[src/rtl/imem_loader_if.sv]
// Byte-stream and instruction-memory write bus between a host byte source and imem_loader.
// Signal names are from the loader's point of view.
interface imem_loader_if #(
    parameter int unsigned ADDR_W = 8
);
    logic [7:0]        byte_i;
    logic              byte_valid_i;
    logic              byte_ready_o;
    logic              mem_we_o;
    logic [ADDR_W+1:0] mem_addr_o;
    logic [31:0]       mem_data_o;

    modport master (
        output byte_i, byte_valid_i,
        input  byte_ready_o, mem_we_o, mem_addr_o, mem_data_o
    );

    modport slave (
        input  byte_i, byte_valid_i,
        output byte_ready_o, mem_we_o, mem_addr_o, mem_data_o
    );
endinterface

[src/rtl/imem_loader.sv]
// Loads a length-prefixed, XOR-checksummed byte stream into instruction memory and holds the
// CPU in reset until the load has been verified.
module imem_loader #(
    parameter int unsigned ADDR_W    = 8,
    parameter int unsigned MAX_WORDS = 256
) (
    input  logic            clk_i,
    input  logic            rst_i,
    input  logic            start_i,
    imem_loader_if.slave    bus,
    output logic            cpu_rst_o,
    output logic            busy_o,
    output logic            done_o,
    output logic            err_o,
    output logic [ADDR_W:0] words_o
);

    typedef enum logic [2:0] {
        StIdle, StLenLo, StLenHi, StData, StWrite, StCsum, StDone, StErr
    } state_e;

    state_e            state_q;
    logic [15:0]       len_q;
    logic [1:0]        cnt_q;
    logic [23:0]       shift_q;
    logic [7:0]        csum_q;
    logic [ADDR_W:0]   words_q;
    logic              we_q;
    logic [ADDR_W+1:0] addr_q;
    logic [31:0]       data_q;
    logic              busy_q;
    logic              done_q;
    logic              err_q;

    logic              ready;
    logic              accept;
    logic [15:0]       len_full;
    logic              len_bad;
    logic [ADDR_W:0]   words_inc;
    logic              last_word;

    assign ready = (state_q == StLenLo) || (state_q == StLenHi) ||
                   (state_q == StData)  || (state_q == StCsum);
    assign accept = bus.byte_valid_i && ready;

    assign len_full  = {bus.byte_i, len_q[7:0]};
    assign len_bad   = (len_full == 16'd0) || ({16'd0, len_full} > MAX_WORDS);
    assign words_inc = words_q + 1'b1;
    // words_q doubles as the write index, so the last word is when the incremented count hits L
    assign last_word = (16'(words_inc) == len_q);

    always_ff @(posedge clk_i or negedge rst_i) begin
        if (!rst_i) begin
            state_q <= StIdle;
            len_q   <= '0;
            cnt_q   <= '0;
            shift_q <= '0;
            csum_q  <= '0;
            words_q <= '0;
            we_q    <= 1'b0;
            addr_q  <= '0;
            data_q  <= '0;
            busy_q  <= 1'b0;
            done_q  <= 1'b0;
            err_q   <= 1'b0;
        end else begin
            we_q <= 1'b0;
            unique case (state_q)
                StIdle, StDone, StErr: begin
                    if (start_i) begin
                        words_q <= '0;
                        done_q  <= 1'b0;
                        err_q   <= 1'b0;
                        csum_q  <= '0;
                        busy_q  <= 1'b1;
                        state_q <= StLenLo;
                    end
                end
                StLenLo: begin
                    if (accept) begin
                        len_q[7:0] <= bus.byte_i;
                        state_q    <= StLenHi;
                    end
                end
                StLenHi: begin
                    if (accept) begin
                        len_q[15:8] <= bus.byte_i;
                        cnt_q       <= '0;
                        if (len_bad) begin
                            err_q   <= 1'b1;
                            busy_q  <= 1'b0;
                            state_q <= StErr;
                        end else begin
                            state_q <= StData;
                        end
                    end
                end
                StData: begin
                    if (accept) begin
                        csum_q <= csum_q ^ bus.byte_i;
                        cnt_q  <= cnt_q + 2'd1;
                        if (cnt_q == 2'd3) begin
                            we_q    <= 1'b1;
                            addr_q  <= {words_q[ADDR_W-1:0], 2'b00};
                            data_q  <= {bus.byte_i, shift_q};
                            state_q <= StWrite;
                        end else begin
                            shift_q <= {bus.byte_i, shift_q[23:8]};
                        end
                    end
                end
                StWrite: begin
                    words_q <= words_inc;
                    state_q <= last_word ? StCsum : StData;
                end
                StCsum: begin
                    if (accept) begin
                        busy_q <= 1'b0;
                        if (bus.byte_i == csum_q) begin
                            done_q  <= 1'b1;
                            state_q <= StDone;
                        end else begin
                            err_q   <= 1'b1;
                            state_q <= StErr;
                        end
                    end
                end
                default: state_q <= StIdle;
            endcase
        end
    end

    assign bus.byte_ready_o = ready;
    assign bus.mem_we_o     = we_q;
    assign bus.mem_addr_o   = addr_q;
    assign bus.mem_data_o   = data_q;
    // CPU runs exactly when a verified load is being reported
    assign cpu_rst_o        = done_q;
    assign busy_o           = busy_q;
    assign done_o           = done_q;
    assign err_o            = err_q;
    assign words_o          = words_q;

endmodule
[src/flat_wrapper.sv]
// flat-port wrapper written by rule: the top's interface ports become plain ports
module imem_loader_flat 
#(
    parameter int unsigned ADDR_W    = 8,
    parameter int unsigned MAX_WORDS = 256
)
  (clk_i, rst_i, start_i, cpu_rst_o, busy_o, done_o, err_o, words_o, bus_byte_i, bus_byte_valid_i, bus_byte_ready_o, bus_mem_we_o, bus_mem_addr_o, bus_mem_data_o);
  imem_loader_if #(.ADDR_W(ADDR_W)) bus_i ();
  input  logic clk_i;
  input  logic rst_i;
  input  logic start_i;
  output logic cpu_rst_o;
  output logic busy_o;
  output logic done_o;
  output logic err_o;
  output logic [ADDR_W:0] words_o;
  input wire logic [$bits(bus_i.byte_i)-1:0] bus_byte_i;
  input wire logic [$bits(bus_i.byte_valid_i)-1:0] bus_byte_valid_i;
  output wire logic [$bits(bus_i.byte_ready_o)-1:0] bus_byte_ready_o;
  output wire logic [$bits(bus_i.mem_we_o)-1:0] bus_mem_we_o;
  output wire logic [$bits(bus_i.mem_addr_o)-1:0] bus_mem_addr_o;
  output wire logic [$bits(bus_i.mem_data_o)-1:0] bus_mem_data_o;
  assign bus_i.byte_i = bus_byte_i;
  assign bus_i.byte_valid_i = bus_byte_valid_i;
  assign bus_byte_ready_o = bus_i.byte_ready_o;
  assign bus_mem_we_o = bus_i.mem_we_o;
  assign bus_mem_addr_o = bus_i.mem_addr_o;
  assign bus_mem_data_o = bus_i.mem_data_o;
  imem_loader #(.ADDR_W(ADDR_W), .MAX_WORDS(MAX_WORDS)) u_core (.clk_i(clk_i), .rst_i(rst_i), .start_i(start_i), .bus(bus_i), .cpu_rst_o(cpu_rst_o), .busy_o(busy_o), .done_o(done_o), .err_o(err_o), .words_o(words_o));
endmodule
[config.mk]
export PLATFORM = sky130hd
export DESIGN_NAME = imem_loader_flat
export DESIGN_NICKNAME = d
export VERILOG_FILES = /design/src/rtl/imem_loader_if.sv /design/src/rtl/imem_loader.sv /design/src/flat_wrapper.sv
export SDC_FILE = /design/constraint.sdc
export NUM_CORES = 1
export LEC_CHECK = 0
export ABC_AREA = 1
export CAP_MARGIN = 20
export CORE_MARGIN = 5
export CORE_UTILIZATION = 30
export CTS_CLUSTER_SIZE = 25
export DETAILED_ROUTE_END_ITERATION = 12
export SYNTH_ARGS = -nofsm -noshare
export SYNTH_HDL_FRONTEND = slang
export SYNTH_SLANG_ARGS = --single-unit
[constraint.sdc]
create_clock -name clk_i -period 1.83 [get_ports clk_i]
set_input_delay 0.2745 -clock clk_i [delete_from_list [all_inputs] [get_ports clk_i]]
set_output_delay 0.2745 -clock clk_i [all_outputs]
set_load 0.05 [all_outputs]
==> flow_metrics.tcl, run 1 <==
set metrics [dict create \
    status "finished clean" \
    slowest_delay_ns 0.81 \
    power.leakage_nw 3.08 \
    path_clk_slew_ns 0.07 \
    fmax_mhz 558 \
    clock-root-buffer "clkbuf_16" \
    p_int_mw 5.60 \
    boundaryPins 69 \
    firstDrtPassIters 5 \
    worstPathCellList "clkdlybuf4s50_1" \
    htreeDepth 3 \
    cts_buffer_depth 2 \
    r2r-end "u_core.state_q[1]" \
    initial_core_util_pct 30.8 \
    antenna_found_initial 0 \
    syn_avg_cell_area_um2 9.20 \
    rrSetupSlack_ns 0.06 \
    antennaDiodeCount 0 \
    vias 3773 \
    drc_errors 0 \
    drt-total-wl_um 11400 \
    synth_cell_type_count 33 \
    reg2reg_from "u_core.words_o[1]" \
    cts_tree "built" \
    worst_setup_path_start_kind "flip-flop" \
    cts_sinks 106 \
    reg2reg_depth 14 \
    tightest_slew_ns 0.517 \
    yosysMostFrequentCell "nand2_1" \
    maxSlewViolCount 0 \
    synthFlopType "dfrtp_1" \
    crit_type "flip-flop to output port" \
    dp_hpwl_um 8500 \
    worstSetupEndpointType "output port" \
    swShare_pct 41.7 \
    powerDensity_mw_per_mm2 1580 \
    power_switching_mw 4.00 \
    wire_per_inst_um 13.8 \
    synthCells 513 \
    timing.final.crit_share_pct 98.0 \
    hold_violations 0 \
    ys_ff_latch 106 \
    dpl.cell_count 806 \
    critical_path_arrival_ns 1.52 \
    vias_per_cell 4.58 \
    area_growth_pct 29.2 \
    yosysWarnings 0 \
    rsz0062_at_grt "true" \
    async_reset_ff_share_pct 100 \
    period_needed_ns 1.79 \
    path_max_fanout 2 \
    drtIter0Drc 338 \
    cts_buffers 9 \
    cp_top_family "buffers and inverters" \
    dieArea_mm2 0.0183 \
    grt_max_degree 37 \
    drive_gt1_share_pct 20.3 \
    maxCapViolCount 0 \
    clock_skew_ns 0.00888 \
    synth_area_mm2 0.00472 \
    die_height_um 135 \
    fin_nets 621 \
    grt_pass1_vias 3703 \
    gp_congestion 0.844 \
    worstSkewPairLatency_ns 0.35 \
    synth_top_area_share_pct 56.2 \
    power_frac_seq_pct 38.2 \
    synthTopCellsByCount "nand2_1, dfrtp_1, inv_1, nor2_1, o21ai_0" \
    relSlewSlack_pct 65.6 \
    synth_area_leaders "dfrtp_1, nand2_1, o21ai_0, mux2_2, inv_1" \
    dieWidth_um 135 \
    power_frac_comb_pct 41.4 \
    yosysTopAreaCell "dfrtp_1" \
    hp-class "input pin to async pin" \
    synth_edf_count 0 \
    clkPwrFrac_pct 20.3 \
    critPathRequiredTime_ns 1.56 \
    holdWs_ns 0.433 \
    finalSetupViolCount 0 \
    grt_pass1_wl_um 19000 \
    final_cells 823 \
    port_buffers 66 \
    yosysSeqAreaShare_pct 56.2 \
    track_usage_pct 13.1 \
    critPathBufInv 1 \
    grt-ovfl-total 0 \
    crit_path_top_delay_cell "clkdlybuf4s50_1" \
    ant_nets 0 \
    core_mm2 0.0153 \
    row_count 45 \
    ir_drop_mv 0.529 \
]
## layout make-up
| class | count | area [um2] |
|---|---|---|
| Multi-Input combinational cell | 332 | 1750 |
| Fill cell | 1545 | 9220 |
| Sequential cell | 106 | 2660 |
| Inverter | 57 | 216 |
| Tap cell | 211 | 264 |
| Clock buffer | 11 | 233 |
| Timing Repair Buffer | 101 | 916 |
| Clock inverter | 5 | 62.6 |
## cells by family (layout without fill, tap and decap cells)
| group | after synthesis | count (layout) | synth area share, % |
|---|---|---|---|
| xor gates and xnor gates | 8 | 8 | 1.48 |
| other | 1 | 2 | 0.0795 |
| buffers and inverters | 76 | 174 | 7.19 |
| adders and majority gates | 2 | 2 | 0.530 |
| muxes | 19 | 19 | 4.69 |
| and+or+nand+nor | 212 | 212 | 19.9 |
| DFF | 106 | 106 | 56.2 |
| AOI/OAI and AO/OA | 89 | 89 | 9.89 |
## per-stage QoR
step                      power [mW]  setup TNS (ns)  worst slack, ns  util [%]  cell area (um2)
after CTS                       9.68               0          0.00332      39.6             6060
after detailed placement        7.69               0          0.00428      37.6             5760
after global placement          7.58               0           0.0607      37.6             5760
after global routing            10.3          -0.206           -0.145      39.8             6090
final                           9.60               0           0.0372      39.8             6090
after floorplan                 6.34               0           0.0195         -             4720
## flip-flops by register name, summed over array words and instances, names as in the netlist, 2 cells and up
register	cells
u_core.cnt_q	2
u_core.words_o	9
u_core.shift_q	24
u_core.bus.mem_data_o	32
u_core.state_q	3
u_core.csum_q	8
u_core.len_q	16
u_core.bus.mem_addr_o	8
## how the worst max path moves through the flow
stage / from / end / slack [ns] / cells after the start
global placement: bus_byte_i[2] / u_core.err_o / 0.06 / 7
global route: u_core.words_o[1] / u_core.state_q[1] / -0.14 / 14
detailed placement: bus_byte_valid_i / u_core.state_q[0] / 0.004 / 10
finish: u_core.bus.mem_data_o[30] / bus_mem_data_o[30] / 0.04 / 1
CTS: u_core.bus.mem_data_o[12] / bus_mem_data_o[12] / 0.003 / 1
floorplan: u_core.words_o[1] / u_core.state_q[1] / 0.02 / 14
## power groups by stage
| stage | clock network, mW | registers, mW | logic [mW] |
|---|---|---|---|
| after CTS | 2.02 | 3.67 | 3.99 |
| final | 1.95 | 3.67 | 3.98 |
| after global placement | 0 | 3.67 | 3.91 |
| after global routing | 2.11 | 3.77 | 4.40 |
| after detailed placement | 0 | 3.71 | 3.98 |
| after floorplan | 0 | 4.52 | 1.83 |
## per-layer routing
metal	routed length, um	global-route usage, %	up-vias
met5	0	0	-
met4	295	5.99	0
met3	581	2.49	18
met2	5050	19.7	111
met1	5460	18.2	1794
li1	-	-	1850
## cell usage in the layout, fill, tap and decap left out, drive strengths merged, types with 2 or more instances in the layout
cell,count
nor2,53
nand3,36
xnor2,4
inv,59
buf,64
conb,2
clkbuf,11
o22ai,6
mux2,19
xor2,4
clkdlybuf4s50,30
nand2,112
o21ai,54
dlymetal6s2s,5
ha,2
nand4,8
a21oi,29
clkinvlp,2
dfrtp,106
## timing repair
action | 4_1_cts | 5_1_grt
pin swaps | 0 | 6
hold buffers | 1 | 0
setup endpoints to repair | 1 | 10
setup buffers | 0 | 0
endpoints found under the hold margin | 31 | 0
gates resized for setup | 1 | 12
Power figures use the tool's default switching activity.
==> run 2: changes to the inputs <==
--- a/config.mk
+++ b/config.mk
@@ -11,6 +11,7 @@
 export CORE_UTILIZATION = 30
 export CTS_CLUSTER_SIZE = 25
 export DETAILED_ROUTE_END_ITERATION = 12
+export SKIP_CTS_REPAIR_TIMING = 1
 export SYNTH_ARGS = -nofsm -noshare
 export SYNTH_HDL_FRONTEND = slang
 export SYNTH_SLANG_ARGS = --single-unit
==> run 2 against run 1 <==
- hold slack is essentially flat
- clock skew hardly changed
- critical path depth stayed put
- core utilization is essentially flat
- routed wire length about the same
- via count about the same
- register-to-register slack about the same
- global-route usage hardly changed
- setup slack about the same
==> flow_metrics.tcl, run 2 (same netlist as run 1, synthesis figures left out) <==
set metrics [dict create \
    drtIter0Drc 338 \
    fin_nets 621 \
    boundaryPins 69 \
    htreeDepth 3 \
    grt_pass1_wl_um 19000 \
    slowest_delay_ns 0.81 \
    drive_gt1_share_pct 20.3 \
    fillCellCount 1544 \
    path_clk_slew_ns 0.07 \
    clock-root-buffer "clkbuf_16" \
    power_switching_mw 4.00 \
    startpoint "u_core.bus.mem_data_o[30]" \
    vias_per_cell 4.59 \
    cts_sinks 106 \
    rsz0062_at_grt "true" \
    crit_path_top_delay_cell "clkdlybuf4s50_1" \
    maxSlewViolCount 0 \
    vias 3776 \
    crit_type "flip-flop to output port" \
    track_usage_pct 13.1 \
    grt-ovfl-total 0 \
    timing.final.crit_share_pct 98.0 \
    row_count 45 \
    cts_tree "built" \
    dp_hpwl_um 8500 \
    p_int_mw 5.61 \
    wire_per_inst_um 13.8 \
    relSlewSlack_pct 65.6 \
    tightest_slew_ns 0.516 \
    die_height_um 135 \
    cts_buffer_depth 2 \
    clkPwrFrac_pct 20.3 \
    clock_skew_ns 0.00890 \
    cts_buffers 9 \
    core_mm2 0.0153 \
    largest_reg_flops 32 \
    antenna_found_initial 0 \
    ir_drop_mv 0.529 \
    initial_core_util_pct 30.8 \
    power.leakage_nw 3.10 \
    worstSkewPairLatency_ns 0.35 \
    port_buffers 66 \
    swShare_pct 41.6 \
    worstSetupEndpointType "output port" \
    layout_commonest_cell "nand2_1" \
    worstPathCellList "clkdlybuf4s50_1" \
    hold_violations 0 \
    cp_top_family "buffers and inverters" \
    reg2reg_from "u_core.words_o[1]" \
    powerDensity_mw_per_mm2 1580 \
    power_frac_comb_pct 41.4 \
    maxCapViolCount 0 \
    area_growth_pct 29.2 \
    fin_util_pct 39.8 \
    period_needed_ns 1.79 \
    firstDrtPassIters 5 \
    hp-class "input pin to async pin" \
    critPathRequiredTime_ns 1.56 \
    layout_common_cells "nand2_1, dfrtp_1, buf_4" \
    gp_congestion 0.844 \
    power_frac_seq_pct 38.2 \
    critical_path_arrival_ns 1.52 \
    path_max_fanout 2 \
    finalSetupViolCount 0 \
    holdWs_ns 0.432 \
    drc_errors 0 \
    grt_max_degree 37 \
    dieWidth_um 135 \
    status "finished clean" \
    worst_setup_path_start_kind "flip-flop" \
    critPathBufInv 1 \
    grt_pass1_vias 3696 \
    antennaDiodeCount 0 \
    drt-total-wl_um 11400 \
    p_total_mw 9.61 \
    dieArea_mm2 0.0183 \
    fmax_mhz 558 \
    ant_nets 0 \
]
==> run 2: cell count changes in the layout (fill, tap and decap cells not counted) <==
| cell | change |
|---|---|
| dlymetal6s2s_1 | +1 |
| dlygate4sd2_1 | -1 |
==> run 2: final cells by class <==
cell class / instances / area [um2] / share of cell area [%]
Timing Repair Buffer: 101 / 920 / 15.1
Multi-Input combinational cell: 332 / 1750 / 28.7
Tap cell: 211 / 264 / 4.33
Clock buffer: 11 / 233 / 3.82
Sequential cell: 106 / 2660 / 43.5
Inverter: 57 / 216 / 3.55
Clock inverter: 5 / 62.6 / 1.03
==> run 2: final timing paths <==
| path | to | slack (ns) | cells past startpoint |
|---|---|---|---|
| worst max-delay path | bus_mem_data_o[30] | 0.04 | 1 |
| worst min-delay path | u_core.state_q[0] | 0.43 | 2 |
| worst max register to register | u_core.state_q[1] | 0.06 | 14 |
| worst min register to register | u_core.shift_q[13] | 0.49 | 2 |
| max in group asynchronous | u_core.bus.mem_data_o[10] | 0.74 | 3 |
| min in group clk_i | u_core.shift_q[13] | 0.49 | 2 |
==> run 2: power groups by stage <==
stage	clock network (mW)	logic, mW	registers, mW
detailed placement	0	3.98	3.71
finish	1.95	3.98	3.67
global placement	0	3.91	3.67
CTS	2.02	4.00	3.67
floorplan	0	1.83	4.52
global route	2.11	4.41	3.77
==> run 2: through the flow <==
stage	setup WS (ns)	TNS [ns]	area, um2	cells
2_1_floorplan	0.0195	0	4720	514
3_3_place_gp	0.0607	0	5760	806
3_5_place_dp	0.00428	0	5760	806
4_1_cts	-0.0000917	-0.0000917	6050	822
5_1_grt	-0.145	-0.206	6100	823
6_report	0.0372	0	6100	823
==> run 2: per-layer routing <==
| layer | vias up | wire, um | track usage, % |
|---|---|---|---|
| met5 | - | 0 | 0 |
| met4 | 0 | 261 | 5.99 |
| met3 | 16 | 580 | 2.49 |
| met2 | 109 | 5080 | 19.7 |
| met1 | 1801 | 5460 | 18.2 |
| li1 | 1850 | - | - |
